<file path="config.mk">
export PLATFORM = sky130hd
export DESIGN_NAME = uart_tx_arbiter
export DESIGN_NICKNAME = d
export VERILOG_FILES = /design/src/rtl/uart_tx_arbiter.sv
export SDC_FILE = /design/constraint.sdc
export NUM_CORES = 1
export LEC_CHECK = 0
export BUFFER_PORTS_ARGS = -buffer_cell sky130_fd_sc_hd__buf_4
export CORE_ASPECT_RATIO = 0.5
export CORE_MARGIN = 2
export CORE_UTILIZATION = 44
export CTS_CLUSTER_DIAMETER = 40
export DETAILED_ROUTE_END_ITERATION = 16
export PLACE_DENSITY_LB_ADDON = 0.12
export SETUP_SLACK_MARGIN = 0.5
export SLEW_MARGIN = 20
export SYNTH_ARGS = -nofsm -noshare
export SYNTH_HDL_FRONTEND = slang
export SYNTH_SLANG_ARGS = --single-unit
</file>
<file path="constraint.sdc">
create_clock -name clk -period 4.7 [get_ports clk]
set_input_delay 0.94 -clock clk [delete_from_list [all_inputs] [get_ports clk]]
set_output_delay 0.94 -clock clk [all_outputs]
set_load 0.05 [all_outputs]
</file>
<file path="src/rtl/uart_tx_arbiter.sv">
// uart_tx_arbiter: shares one byte-wide UART transmitter among N_REQ requesters.
// A round-robin arbiter picks a requester in IDLE. It latches that requester's
// byte and launches the transmitter. It follows tx_busy through the frame and
// then pulses done to the owner.
//
// Optional build macro: UART_TX_ARB_FIXED_PRIO_EN selects fixed priority
// (the lowest set index always wins) instead of round-robin.
//
// Ports:
//   clk          system clock, rising edge
//   rst          synchronous reset, active-low
//   req          per-requester byte-pending request (level)
//   req_data     requester i byte at [i*DATA_W +: DATA_W]
//   grant        one-hot 1-cycle pulse: byte accepted and latched
//   done         one-hot 1-cycle pulse: byte fully transmitted
//   tx_data      latched byte to the transmitter
//   tx_start     launch request to the transmitter (level)
//   tx_busy      transmitter frame in progress
//   active_id    index of the current owner (valid while busy_o=1)
//   busy_o       arbiter not in IDLE
//   err_timeout  1-cycle pulse: the transmitter never went busy after launch
module uart_tx_arbiter #(
  parameter int unsigned N_REQ   = 4,
  parameter int unsigned DATA_W  = 8,
  parameter int unsigned TIMEOUT = 1024,
  parameter int unsigned ID_W    = 2
) (
  input  logic                    clk,
  input  logic                    rst,
  input  logic [N_REQ-1:0]        req,
  input  logic [N_REQ*DATA_W-1:0] req_data,
  output logic [N_REQ-1:0]        grant,
  output logic [N_REQ-1:0]        done,
  output logic [DATA_W-1:0]       tx_data,
  output logic                    tx_start,
  input  logic                    tx_busy,
  output logic [ID_W-1:0]         active_id,
  output logic                    busy_o,
  output logic                    err_timeout
);

  localparam int unsigned CNT_W = $clog2(TIMEOUT);

  typedef enum logic [1:0] {IDLE, LAUNCH, SEND} state_t;

  state_t             state;
  logic [CNT_W-1:0]   cnt;
  logic [ID_W-1:0]    rr_ptr;
  logic [N_REQ-1:0]   rot;
  logic               found;
  logic [ID_W-1:0]    winner;
  logic [DATA_W-1:0]  win_data;

  // Next index after id, wrapping at N_REQ.
  function automatic logic [ID_W-1:0] next_id(input logic [ID_W-1:0] id);
    return (id == ID_W'(N_REQ - 1)) ? '0 : id + ID_W'(1);
  endfunction

`ifdef UART_TX_ARB_FIXED_PRIO_EN
  // With fixed priority the scan always starts at index 0.
  assign rr_ptr = '0;
`endif

  // Rotate req so that bit 0 is the rr_ptr slot, then take the first set bit.
  always_comb begin
    rot    = N_REQ'({req, req} >> rr_ptr);
    found  = 1'b0;
    winner = '0;
    for (int unsigned k = 0; k < N_REQ; k++) begin
      if (!found && rot[k]) begin
        found  = 1'b1;
        winner = ID_W'((k + 32'(rr_ptr)) % N_REQ);
      end
    end
  end

  // Byte of the selected requester.
  always_comb begin
    win_data = '0;
    for (int unsigned i = 0; i < N_REQ; i++) begin
      if (winner == ID_W'(i)) win_data = req_data[i*DATA_W +: DATA_W];
    end
  end

  // Arbiter FSM with registered outputs.
  always_ff @(posedge clk) begin
    if (!rst) begin
      state       <= IDLE;
      cnt         <= '0;
      grant       <= '0;
      done        <= '0;
      tx_data     <= '0;
      tx_start    <= 1'b0;
      active_id   <= '0;
      busy_o      <= 1'b0;
      err_timeout <= 1'b0;
`ifndef UART_TX_ARB_FIXED_PRIO_EN
      rr_ptr      <= '0;
`endif
    end else begin
      // Pulse outputs default low every cycle.
      grant       <= '0;
      done        <= '0;
      err_timeout <= 1'b0;
      case (state)
        IDLE: begin
          if (found) begin
            tx_data   <= win_data;
            active_id <= winner;
            grant     <= N_REQ'(1) << winner;
            tx_start  <= 1'b1;
            busy_o    <= 1'b1;
            cnt       <= '0;
            state     <= LAUNCH;
          end
        end
        LAUNCH: begin
          // tx_busy takes precedence over the timeout on the same edge.
          if (tx_busy) begin
            tx_start <= 1'b0;
            state    <= SEND;
          end else if (cnt == CNT_W'(TIMEOUT - 1)) begin
            tx_start    <= 1'b0;
            err_timeout <= 1'b1;
            busy_o      <= 1'b0;
`ifndef UART_TX_ARB_FIXED_PRIO_EN
            rr_ptr      <= next_id(active_id);
`endif
            state       <= IDLE;
          end else begin
            cnt <= cnt + CNT_W'(1);
          end
        end
        SEND: begin
          if (!tx_busy) begin
            done   <= N_REQ'(1) << active_id;
            busy_o <= 1'b0;
`ifndef UART_TX_ARB_FIXED_PRIO_EN
            rr_ptr <= next_id(active_id);
`endif
            state  <= IDLE;
          end
        end
        default: state <= IDLE;
      endcase
    end
  end

endmodule

</file>
# [Word level (Yosys, flattened, before mapping)]
# Cells that the tools add are included.
[totals] wordCells=88 ff_bits=35 in_bits=39 out_inout_bits=21
[classes] n_reduce_logical=20 n_addsub=5 bitwise_logic=3 eq_ne=13 shift=3 n_mux=34
[op_table] cell="$mux W8" count=4
[op_table] cell="$mux W10" count=3
[op_table] cell="$mux W2" count=12
[op_table] cell="$pmux W10 S2" count=1
[op_table] cell="$add A10 B1 Y10 const B" count=1
[op_table] cell="$eq A10 B10 Y1 const B" count=1
[op_table] cell="$mux W1" count=10
[op_table] cell="$ne A2 B2 Y1 const B" count=5
[op_table] cell="$reduce_and A3 Y1" count=3
[op_table] cell="$eq A2 B2 Y1 const B" count=4
[op_table] cell="$reduce_and A4 Y1" count=2
[op_table] cell="$shl A1 B2 Y4 const A" count=2
[op_table] cell="$shr A8 B2 Y4" count=1
[op_table] cell="$pmux W2 S3" count=1
[op_table] cell="$reduce_or A3 Y1" count=2
[op_table] cell="$reduce_and A5 Y1" count=1
[op_table] cell="$add A2 B2 Y2 const A" count=2
[op_table] cell="$eq A2 B1 Y1 const B" count=2
[op_table] cell="$logic_not A2 Y1" count=2
[op_table] cell="$pmux W2 S2" count=1
[op_table] cell="$reduce_bool A2 Y1" count=2
[op_table] cell="$logic_and A1 B1 Y1" count=3
[op_table] cell="$logic_not A1 Y1" count=3
[op_table] cell="$ne A3 B3 Y1 const B" count=1
[op_table] cell="7 further kinds" count=9

# [Longest topological paths before layout]
# Gate-level depths: netlist (run 1).
[depth] depth_word=16 ltp_mapped=9 depth_no_buf=7

# [Worst setup path before layout (run 1)]
# No wires, ideal clock.
[synth_timing] kind="input -> register" startpoint="input req[0]" endpoint="register cnt[8]" n_path_buf=2 setup_time_ns=0.123 setup_slack_ns=2.314 path_stages=7 t_required_ns=4.577 arrival_ns=2.262 path_cell_list="nor4_1 > and2_1 > buf_6 > or3_1 > buf_2 > nor3_1 > mux2_1"
[synth_between] elab_chain_cells=13
[synth_rtl] item="from (decl)" line_no="30" rtl="input logic [N_REQ-1:0] req,"
[synth_rtl] item="$shr A8 B2 Y4 *" line_no="66" rtl="rot = N_REQ'({req, req} >> rr_ptr);"
[synth_rtl] item="$mux W1" line_no="70" rtl="if (!found && rot[k]) begin"
[synth_rtl] item="$logic_not A1 Y1" line_no="70"
[synth_rtl] item="$logic_and A1 B1 Y1" line_no="70"
[synth_rtl] item="$mux W1" line_no="70"
[synth_rtl] item="$logic_not A1 Y1" line_no="70"
[synth_rtl] item="$logic_and A1 B1 Y1" line_no="70"
[synth_rtl] item="$mux W1" line_no="70"
[synth_rtl] item="$logic_not A1 Y1" line_no="70"
[synth_rtl] item="$logic_and A1 B1 Y1" line_no="70"
[synth_rtl] item="$mux W1 *" line_no="70"
[synth_rtl] item="$ne A2 B2 Y1 (no line) *"
[synth_rtl] item="$reduce_and A4 Y1 (no line) *"
[synth_rtl] item="to (signal assigned)" line_no="131" rtl="cnt <= cnt + CNT_W'(1);"
[synth_rtl] item="to (decl)" line_no="47" rtl="logic [CNT_W-1:0] cnt;"
# Every way passes the cells marked *; elsewhere a longest branch is shown, timed or not.
# A chain may end at the register's enable or synchronous reset.

# [Worst setup path in the final report (run 1)]
[layout_timing] startpoint="input req[0]" endpoint="register tx_data[0]"
[layout_between] elab_chain_cells=16 elab_cells_between_ends=24 cone_classes="eq/ne (3); shift (1); mux (12); reduce/logical (8)"
[layout_rtl] item="$shr A8 B2 Y4 *" line_no="66"
[layout_rtl] item="$mux W1" line_no="70"
[layout_rtl] item="$logic_not A1 Y1" line_no="70"
[layout_rtl] item="$logic_and A1 B1 Y1" line_no="70"
[layout_rtl] item="$mux W1" line_no="70"
[layout_rtl] item="$logic_not A1 Y1" line_no="70"
[layout_rtl] item="$logic_and A1 B1 Y1" line_no="70"
[layout_rtl] item="$mux W1" line_no="70"
[layout_rtl] item="$logic_not A1 Y1" line_no="70"
[layout_rtl] item="$logic_and A1 B1 Y1" line_no="70"
[layout_rtl] item="$mux W2" line_no="70"
[layout_rtl] item="$logic_not A2 Y1" line_no="81" rtl="if (winner == ID_W'(i)) win_data = req_data[i*DATA_W +: DATA_W];"
[layout_rtl] item="$mux W8 (4 in series)" line_no="81"
[layout_rtl] item="to (signal assigned)" line_no="108" rtl="tx_data <= win_data;"
[layout_rtl] item="to (decl)" line_no="34" rtl="output logic [DATA_W-1:0] tx_data,"
# Marks and branches as above.

==> run metrics, run 1 <==
Pwr Total=861 uW; fin crit share=52.9%; worst-path maximum fanout=20; max-slew violation count=0; Routed Antenna Nets=0; simple-gate area share of the yosys netlist=23.8%; Hold Vio Cnt, Final=0; peak supply drop=187 uV; vias in the first global route=1,424; multiplexer share of the synthesized area=between 10% and 20%; hold crit path type=reg2reg; worst path bufs/invs=1; Total Nets Final=a little under 300; GRT Residual Overflow=0; initial antenna violation count=0; die width=92.5 um; FILL cells=345; Hold Buf Count CTS=0; adder-cell share of the synthesized area=around 3.6%; CP Capture Type=register; status=complete, no violations; Syn Std Cell Area=approximately 1700 um^2; sequential share of the synthesized area=40.7%; Sink Count=35; FP Rows=16; routed wire length=4060 um; crit-path cells=buf_4, a21oi_1, o21ai_0, o2bb2a_1, mux2i_1, o221ai_1; clock tree buffer depth=2; required time of the critical path=4850 ps; Ports=60; HPWL after DPL=2940 um; diode count=0; area of the multi-input gates=~950 um^2; number of synthesized flops with an enable pin=0; Die Ht=48.3 um; largest net degree at the start of global routing=21; post-CTS setup buffer count=0; clock slew at reported path FFs=70 ps; post-synth top area share=40.7%; synth-to-layout area growth=33.3%; Setup WS post-layout=roughly 2200 ps; Starting Density=45.1%; relative slew slack=30.9%; main combinational cell family by area after synthesis=simple AND/OR/NAND/NOR gates; R2R cell count=7; gpl congestion=between 0.8 and 0.9; highest clock rate=0.402 GHz; max cap viols=0; share of cells above drive strength 1=between 20% and 30%; CP startpoint kind=input port; CTS buffer count=5; # port buffers=59; Post-synth top cells=dfxtp_1, nand2_1, nor2_1; Setup CP Type=in2reg; most frequent cell after synthesis=dfxtp_1; Cells after Synth=196; async set or reset register ratio after synthesis=0%; drt initial violations=36; register area=roughly 700 um^2; PwrDens=between 300 and 400 nW/um^2; Worst path max stage delay=920 ps; Root Buffer=clkbuf_8; Mapped Avg Cell Area=8.79 um^2; Core ar.=3820 um^2; Ys Warns=0; Main synth FF type=dfxtp_1; routed length per instance=13.2 um; DR vias=approximately 1,600; final setup skew=5.03 ps; Placement Setup Slack=1890 ps; drt drc=0; Unique masters post-synth=35; Pre-Repair DR Iteration Count=4; Clock Latency Late Sink=290 ps; GRT Overall Usage=18.8%; CP arrival=approximately 2600 ps; min Tclk post-route=between 2000 and 2500 ps; synthesized flop and latch total=35; pin slew with the least headroom to its limit=between 1000 and 1500 ps; H-tree levels=2; Synth area leaders=dfxtp_1, mux2i_1, nand2_1; global-route wire length before repair=roughly 6400 um; Mapped Nets=240; Crit path max-delay family=compound AO/OA/AOI/OAI gates; Setup violations, final=0; Worst Hold Path Cells=2; area leader, netlist=dfxtp_1; leak pwr=about 0.96 nW; RSZ-0062 raised after global routing=no; slowest library cell on the worst path=o2bb2a_1; Crit path depth=6; TNS Setup=0 ps; synthesized-area fraction occupied by xor and xnor cells=between 3 and 4%; die area=4460 um^2; CTS tree=yes; DR vias/cell=5.27; Synth Area in Compound Gates=13.4%; CTS resizes=0
cell usage in the layout (no fill, tap or decap), drive strengths merged, types with 2 or more instances in the layout:
cell type and count:
buf 59, dfxtp 35, nand2 24, nor2 20, mux2i 18, a21oi 10, inv 9, nand3 9
o221ai 8, o21ai 8, xnor2 6, nor4 6, clkbuf 6, ha 5, or3 4, nor3 3
a311oi 3, nor4b 3, nor3b 2, nand2b 2, nor2b 2
sequential cells by signal, indices dropped and copies added, names as in the netlist:
| register | cells |
|---|---|
| done | 4 |
| active_id | 2 |
| busy_o | 1 |
| tx_data | 8 |
| rr_ptr | 2 |
| grant | 4 |
| tx_start | 1 |
| state | 2 |
| cnt | 10 |
| err_timeout | 1 |
through the flow:
step | std cells | cell area (um^2) | util [%] | hold slack (ps)
after CTS | 308 | 2300 | 60.0 | 467
after detailed placement | 301 | 2190 | 57.4 | 450
final | 308 | 2300 | 60.0 | 467
after global placement | 301 | 2190 | 57.4 | 449
after floorplan | 196 | 1720 | - | 449
after global routing | 308 | 2300 | 60.0 | 489
path summary, 6_finish.rpt:
kind | startpoint | endpoint | slack [ps]
worst max-delay path | req[0] | tx_data[0]$_SDFFE_PN0P_ | 2210
worst min-delay path | tx_data[7]$_SDFFE_PN0P_ | tx_data[7]$_SDFFE_PN0P_ | 470
worst max register to register | state[1]$_SDFFE_PN0P_ | cnt[8]$_SDFFE_PN0P_ | 2390
worst min register to register | tx_data[7]$_SDFFE_PN0P_ | tx_data[7]$_SDFFE_PN0P_ | 470
tightest hold or removal path: cells and delay by family, from the launching register on:
family / cells / cell delay, ps
DFF: 1 / 330
AOI/OAI and AO/OA: 1 / 60
and+or+nand+nor: 1 / 50
power breakdown:
group | internal, mW | switching (mW)
Sequential | 0.323 | 0.0170
Combinational | 0.0913 | 0.168
Clock | 0.155 | 0.106
cells by family (layout without fill, tap and decap cells):
logic type | after synthesis | in the layout
AND/OR/NAND/NOR | 80 | 80
flip-flops | 35 | 35
AO/OA/AOI/OAI | 34 | 34
multiplexers | 19 | 19
buffers and inverters | 17 | 75
XOR/XNOR | 6 | 6
adder cells (fa/ha/maj) | 5 | 5
per-layer routing:
layer  track usage [%]  vias to the layer above  share of wire (%)
met5                 0                        -                  0
met4              7.16                        0                1.5
met1              23.3                      747                 46
met3              6.80                        8                6.7
li1                  -                      821                  -
met2              31.5                       48                 46
final cells by class:
cell class | instances | area share (%)
Multi-Input combinational cell | 144 | 41.3
Clock inverter | 1 | 1.31
Inverter | 9 | 1.47
Sequential cell | 35 | 30.5
Timing Repair Buffer | 59 | 19.3
Tap cell | 54 | 2.94
Clock buffer | 6 | 3.16
Power figures use the tool's default switching activity.
==> run 2, diff against run 1 <==
- ABC_AREA: not set -> 1
- clock period: 4.7 -> 2.36 ns (I/O delays scaled with it)
==> run metrics, run 2 <==
hold endpoint=err_timeout$_SDFF_PP0_ (was tx_data[7]$_SDFFE_PN0P_); grt met3 use=5.12% (was 6.80%); die area=5760 um^2 (was 4460 um^2); FILL cells=397 (was 345); # port buffers=59 (unchanged); CP Capture Type=register (unchanged); TNS Setup=0 ps (unchanged); most frequent cell after synthesis=nand2_1 (was dfxtp_1); relative slew slack=76.0% (was 30.9%); Starting Density=45.8% (was 45.1%); RR Startpoint=rr_ptr[0]$_SDFFE_PN0P_ (was state[1]$_SDFFE_PN0P_); PwrDens=1790 nW/um^2 (was 375 nW/um^2); area leader, netlist=dfxtp_1 (unchanged); hold crit path type=in2reg (was reg2reg); DR vias=2,438 (was 1,624); Unique masters post-synth=36 (was 35); fin cells=466 (was 308); DR vias/cell=5.23 (was 5.27); fin crit share=80.3%; CTS buffer count=5 (unchanged); most common cell after layout, fill and taps aside=buf_4 (unchanged); most frequent cells in the layout=buf_4, nand2_1, dfxtp_1 (was buf_4, dfxtp_1, nand2_1); post-synth top area share=31.0% (was 40.7%); Largest regs=cnt: 10 flops, tx_data: 8 flops (unchanged); Routed Antenna Nets=0 (unchanged); worst path bufs/invs=2 (was 1); Total Nets Final=439 (was 298); required time of the critical path=2540 ps (was 4850 ps); CTS tree=yes (unchanged); register area=708 um^2 (was 701 um^2); Sink Count=35 (unchanged); drt initial violations=108 (was 36); Crit path depth=12 (was 6); clock tree buffer depth=2 (unchanged); max-slew violation count=0 (unchanged); die width=105 um (was 92.5 um); met2 Resource Use GR=36.2% (was 31.5%); drt drc=0 (unchanged); number of synthesized flops with an enable pin=0 (unchanged); Main synth FF type=dfxtp_1 (unchanged); diode count=0 (unchanged); reg2reg setup slack=460 ps (was 2390 ps); Ports=60 (unchanged); Die Ht=54.7 um (was 48.3 um); max cap viols=0 (unchanged); Post-synth top cells=nand2_1, dfxtp_1, nand3_1 (was dfxtp_1, nand2_1, nor2_1); Synth area leaders=dfxtp_1, nand2_1, nand3_1 (was dfxtp_1, mux2i_1, nand2_1); async set or reset register ratio after synthesis=0% (unchanged); Root Buffer=clkbuf_8 (unchanged); sequential share of the synthesized area=31.0% (was 40.7%); Worst Hold Path Cells=2 (unchanged); Hold Vio Cnt, Final=0 (unchanged); Largest register FFs=10 (unchanged); status=complete, no violations (unchanged); Hold Buf Count CTS=0 (unchanged); pin slew with the least headroom to its limit=360 ps (was 1040 ps); routed length per instance=14.1 um (was 13.2 um); gpl congestion=0.837 (was 0.825); GRT Overall Usage=21.3% (was 18.8%); Setup CP Type=reg2reg (was in2reg); Pre-Repair DR Iteration Count=4 (unchanged); Most Crowded Layer GR=met2 (unchanged); Setup violations, final=0 (unchanged); hold slack=388 ps (was 467 ps); Core ar.=4930 um^2 (was 3820 um^2); Cells after Synth=308 (was 196); share of cells above drive strength 1=44.2% (was 26.4%); Top reg by flops=cnt (unchanged); met1 Resource Use GR=27.9% (was 23.3%); min Tclk post-route=approximately 1900 ps; CP arrival=2080 ps (was 2640 ps); area of the multi-input gates=1550 um^2 (was 948 um^2); synthesized flop and latch total=35 (unchanged); highest clock rate=0.528 GHz; Mapped Nets=352 (was 240); routed wire length=6580 um (was 4060 um); min-delay src=tx_busy (was tx_data[7]$_SDFFE_PN0P_); clock slew at reported path FFs=80 ps (was 70 ps); final setup skew=7.85 ps (was 5.03 ps); Clock Latency Late Sink=290 ps (about the same); slowest library cell on the worst path=dfxtp_4 (was o2bb2a_1); Crit path max-delay family=simple AND/OR/NAND/NOR gates (was compound AO/OA/AOI/OAI gates); initial antenna violation count=0 (unchanged); HPWL after DPL=4280 um (was 2940 um); synth-to-layout area growth=45.6% (was 33.3%); FP Rows=18 (was 16); peak supply drop=1030 uV (was 187 uV); global-route wire length before repair=9630 um (was 6410 um); cell total after placement=430 (was 301); CP startpoint kind=register (was input port); worst-path maximum fanout=6 (was 20); Mapped Avg Cell Area=7.33 um^2 (was 8.79 um^2); R2R cell count=12 (was 7); vias in the first global route=2,108 (was 1,424); GRT Residual Overflow=0 (unchanged); crit-path cells=buf_4, nand2_2, nand3_2, o21ai_4, inv_2, nor2_4, nand4_1, nand2_4, nor2_2, nand2_1, xor2_1, nor2_1 (was buf_4, a21oi_1, o21ai_0, o2bb2a_1, mux2i_1, o221ai_1); Worst path max stage delay=370 ps (was 920 ps); largest net degree at the start of global routing=24 (was 21); R2R Path End=cnt[4]$_SDFFE_PN0P_ (was cnt[8]$_SDFFE_PN0P_); H-tree levels=2 (unchanged); Ys Warns=0 (unchanged); Syn Std Cell Area=2260 um^2 (was 1720 um^2); RSZ-0062 raised after global routing=yes (was no); leak pwr=1.49 nW (was 0.955 nW)
[run 2: cells by family after synthesis]
| family | Yosys count | synth area share [%] |
|---|---|---|
| adders and majority gates | 5 | 2.77 |
| AOI/OAI and AO/OA | 49 | 13.9 |
| DFF | 35 | 31.0 |
| and+or+nand+nor | 168 | 39.8 |
| buffers and inverters | 46 | 10.6 |
| xor gates and xnor gates | 5 | 1.94 |
[run 2: cell type report]
cell class / count / area share (%)
Multi-Input combinational cell: 231 / 47.1
Timing Repair Buffer: 87 / 20.6
Clock inverter: 2 / 1.07
Tap cell: 70 / 2.66
Clock buffer: 6 / 2.51
Inverter: 35 / 4.53
Sequential cell: 35 / 21.5
[run 2: worst max path at each step]
stage / start / to / slack, ps
2_1_floorplan: req[0] / tx_data[2]$_SDFFE_PN0P_ / 660
3_3_place_gp: req[0] / cnt[6]$_SDFFE_PN0P_ / 190
3_5_place_dp: req[0] / tx_data[4]$_SDFFE_PN0P_ / 170
4_1_cts: rr_ptr[0]$_SDFFE_PN0P_ / cnt[4]$_SDFFE_PN0P_ / 460
5_1_grt: rr_ptr[0]$_SDFFE_PN0P_ / cnt[4]$_SDFFE_PN0P_ / 360
6_report: rr_ptr[0]$_SDFFE_PN0P_ / cnt[4]$_SDFFE_PN0P_ / 460
[run 2: layer usage]
| metal | part of all wire, % | wire length [um] |
|---|---|---|
| met1 | 46 | 3060 |
| met2 | 48 | 3150 |
| met3 | 4.1 | 272 |
| met4 | 1.5 | 100 |
| met5 | 0 | 0 |
[run 2: worst register-to-register path, stage by stage (launching register included)]
cell,delay (ps)
dfxtp_4,370
buf_4,180
nand2_2,70
nand3_2,90
o21ai_4,100
inv_2,90
nor2_4,120
nand4_1,230
nand2_4,220
nor2_2,60
nand2_1,70
xor2_1,150
nor2_1,60
[run 2: report_power, final]
part	switching [mW]	internal (mW)
clock network	0.222	0.342
logic	2.72	1.71
registers	0.130	0.744
total	3.08	2.80
[run 2: per-stage QoR]
stage / cell area (um^2) / utilization (%) / setup WS, ps / power [mW]
CTS: 3000 / 60.8 / 464 / 4.96
floorplan: 2260 / - / 659 / 3.56
global placement: 2710 / 55.0 / 188 / 3.94
finish: 3290 / 66.7 / 465 / 5.87
global route: 3290 / 66.7 / 356 / 6.32
detailed placement: 2710 / 55.0 / 167 / 3.99
[run 2: timing repair]
action / 4_1_cts / 5_1_grt
gates cloned: 1 / 4
endpoints found under the setup margin: 21 / 24
pin swaps: 5 / 8
resized for setup: 20 / 40
buffers inserted: 10 / 13
==> run 3, diff against run 2 <==
- ABC_AREA: 1 -> 0
- clock period: 2.36 -> 1.8 ns (I/O delays scaled with it)
==> run metrics, run 3 (synthesized netlist as in run 1, its figures left out) <==
routed wire length=6040 um (was 6580 um); reg2reg setup slack=60 ps (was 460 ps); fin crit share=96.7% (was 80.3%); GRT Residual Overflow=0 (unchanged); highest clock rate=0.575 GHz (was 0.528 GHz); Placement Setup Slack=-32.3 ps (was 167 ps); hold slack=294 ps (was 388 ps); slowest library cell on the worst path=or3_4 (was dfxtp_4); Starting Density=45.1% (was 45.8%); clock slew at reported path FFs=80 ps (about the same); Ports=60 (unchanged); die area=4460 um^2 (was 5760 um^2); RR Startpoint=state[1]$_SDFFE_PN0P_ (was rr_ptr[0]$_SDFFE_PN0P_); final setup skew=8.07 ps (was 7.85 ps); share of cells above drive strength 1=60.9% (was 44.2%); worst-path maximum fanout=7 (was 6); CP arrival=1910 ps (was 2080 ps); leak pwr=1.26 nW (was 1.49 nW); CP startpoint kind=register (unchanged); clock tree buffer depth=2 (unchanged); min-delay src=tx_busy (unchanged); pin slew with the least headroom to its limit=406 ps (was 360 ps); drt initial violations=59 (was 108); drt drc=0 (unchanged); GRT Overall Usage=24.9% (was 21.3%); Crit path max-delay family=simple AND/OR/NAND/NOR gates (unchanged); CTS buffer count=5 (unchanged); die width=92.5 um (was 105 um); peak supply drop=665 uV (was 1030 uV); min Tclk post-route=1740 ps (was 1900 ps); Root Buffer=clkbuf_8 (unchanged); DR vias=1,893 (was 2,438); Sink Count=35 (unchanged); worst path bufs/invs=2 (unchanged); Largest regs=cnt: 10 flops, tx_data: 8 flops (unchanged); largest net degree at the start of global routing=14 (was 24); Largest register FFs=10 (unchanged); HPWL after DPL=3450 um (was 4280 um); most frequent cells in the layout=buf_4, dfxtp_1, nand2_1 (was buf_4, nand2_1, dfxtp_1); R2R cell count=8 (was 12); Die Ht=48.3 um (was 54.7 um); CP Capture Type=register (unchanged); hold crit path type=in2reg (unchanged); Hold Vio Cnt, Final=0 (unchanged); Setup violations, final=0 (unchanged); Routed Antenna Nets=0 (unchanged); diode count=0 (unchanged); Clock Latency Late Sink=300 ps (was 290 ps); DR vias/cell=5.44 (was 5.23); hold endpoint=err_timeout$_SDFF_PP0_ (unchanged); Core ar.=3820 um^2 (was 4930 um^2); FP Rows=16 (was 18); vias in the first global route=1,709 (was 2,108); routed length per instance=17.4 um (was 14.1 um); Setup CP Type=reg2reg (unchanged); status=complete, no violations (unchanged); required time of the critical path=1970 ps (was 2540 ps); Setup WS post-layout=59.9 ps (was 465 ps); global-route wire length before repair=8420 um (was 9630 um); CTS tree=yes (unchanged); PwrDens=813 nW/um^2 (was 1790 nW/um^2); Top reg by flops=cnt (unchanged); Worst Hold Path Cells=2 (unchanged); gpl congestion=0.853 (was 0.837); max cap viols=0 (unchanged); R2R Path End=cnt[4]$_SDFFE_PN0P_ (unchanged); crit-path cells=inv_2, ha_4, nand2_4, o21ai_4, or3_4, buf_4, o21ai_1, a21oi_2 (was buf_4, nand2_2, nand3_2, o21ai_4, inv_2, nor2_4, nand4_1, nand2_4, nor2_2, nand2_1, xor2_1, nor2_1); # port buffers=59 (unchanged); synth-to-layout area growth=84.6% (was 45.6%); H-tree levels=2 (unchanged); Pre-Repair DR Iteration Count=4 (unchanged); max-slew violation count=0 (unchanged); relative slew slack=72.9% (was 76.0%); initial antenna violation count=0 (unchanged); most common cell after layout, fill and taps aside=buf_4 (unchanged); Worst path max stage delay=420 ps (was 370 ps); Total Nets Final=337 (was 439); RSZ-0062 raised after global routing=yes (unchanged); Hold Buf Count CTS=0 (unchanged)
## run 3: routing by layer
layer  GRT usage, %  routed length [um]  up-vias
li1               -                   -      910
met1           29.2                2370      902
met3           6.80                 440       11
met4           7.76                  97        0
met2           47.0                3140       70
met5              0                   0        -
## run 3: power by group
| part | switching [mW] | internal [mW] |
|---|---|---|
| clock network | 0.323 | 0.276 |
| registers | 0.0515 | 0.844 |
| logic | 0.603 | 0.488 |
## run 3: stage by stage
stage | setup TNS (ps) | util [%] | power [mW] | std cells | instance area, um^2
finish | 0 | 83.2 | 2.59 | 348 | 3180
detailed placement | -32.9 | 64.5 | 1.72 | 315 | 2470
global route | 0 | 83.2 | 2.69 | 348 | 3180
global placement | -3.99 | 64.5 | 1.70 | 315 | 2470
floorplan | -58.6 | - | 1.45 | 196 | 1910
CTS | 0 | 77.8 | 2.49 | 345 | 2970
## run 3: worst max-delay path by stage
stage | slack, ps | end | startpoint | cells past startpoint
after floorplan | -40 | cnt[8]$_SDFFE_PN0P_ | state[1]$_SDFFE_PN0P_ | 9
after global placement | -4 | cnt[8]$_SDFFE_PN0P_ | req[0] | 7
after detailed placement | -30 | cnt[8]$_SDFFE_PN0P_ | req[0] | 7
after CTS | 100 | cnt[8]$_SDFFE_PN0P_ | state[0]$_SDFFE_PN0P_ | 6
after global routing | 20 | cnt[4]$_SDFFE_PN0P_ | state[1]$_SDFFE_PN0P_ | 8
final | 60 | cnt[4]$_SDFFE_PN0P_ | state[1]$_SDFFE_PN0P_ | 8
## run 3: repair_timing
action / 4_1_cts / 5_1_grt
resized for setup: 49 / 35
buffers inserted: 19 / 3
pin swaps: 17 / 14
gates cloned: 3 / 0
setup endpoints to repair: 32 / 33
## run 3: cell type report
type / count / area (um^2)
Clock buffer: 5 / 68.8
Clock inverter: 3 / 23.8
Fill cell: 215 / 643
Inverter: 9 / 36.3
Multi-Input combinational cell: 145 / 1430
Sequential cell: 35 / 733
Tap cell: 54 / 67.6
Timing Repair Buffer: 97 / 823
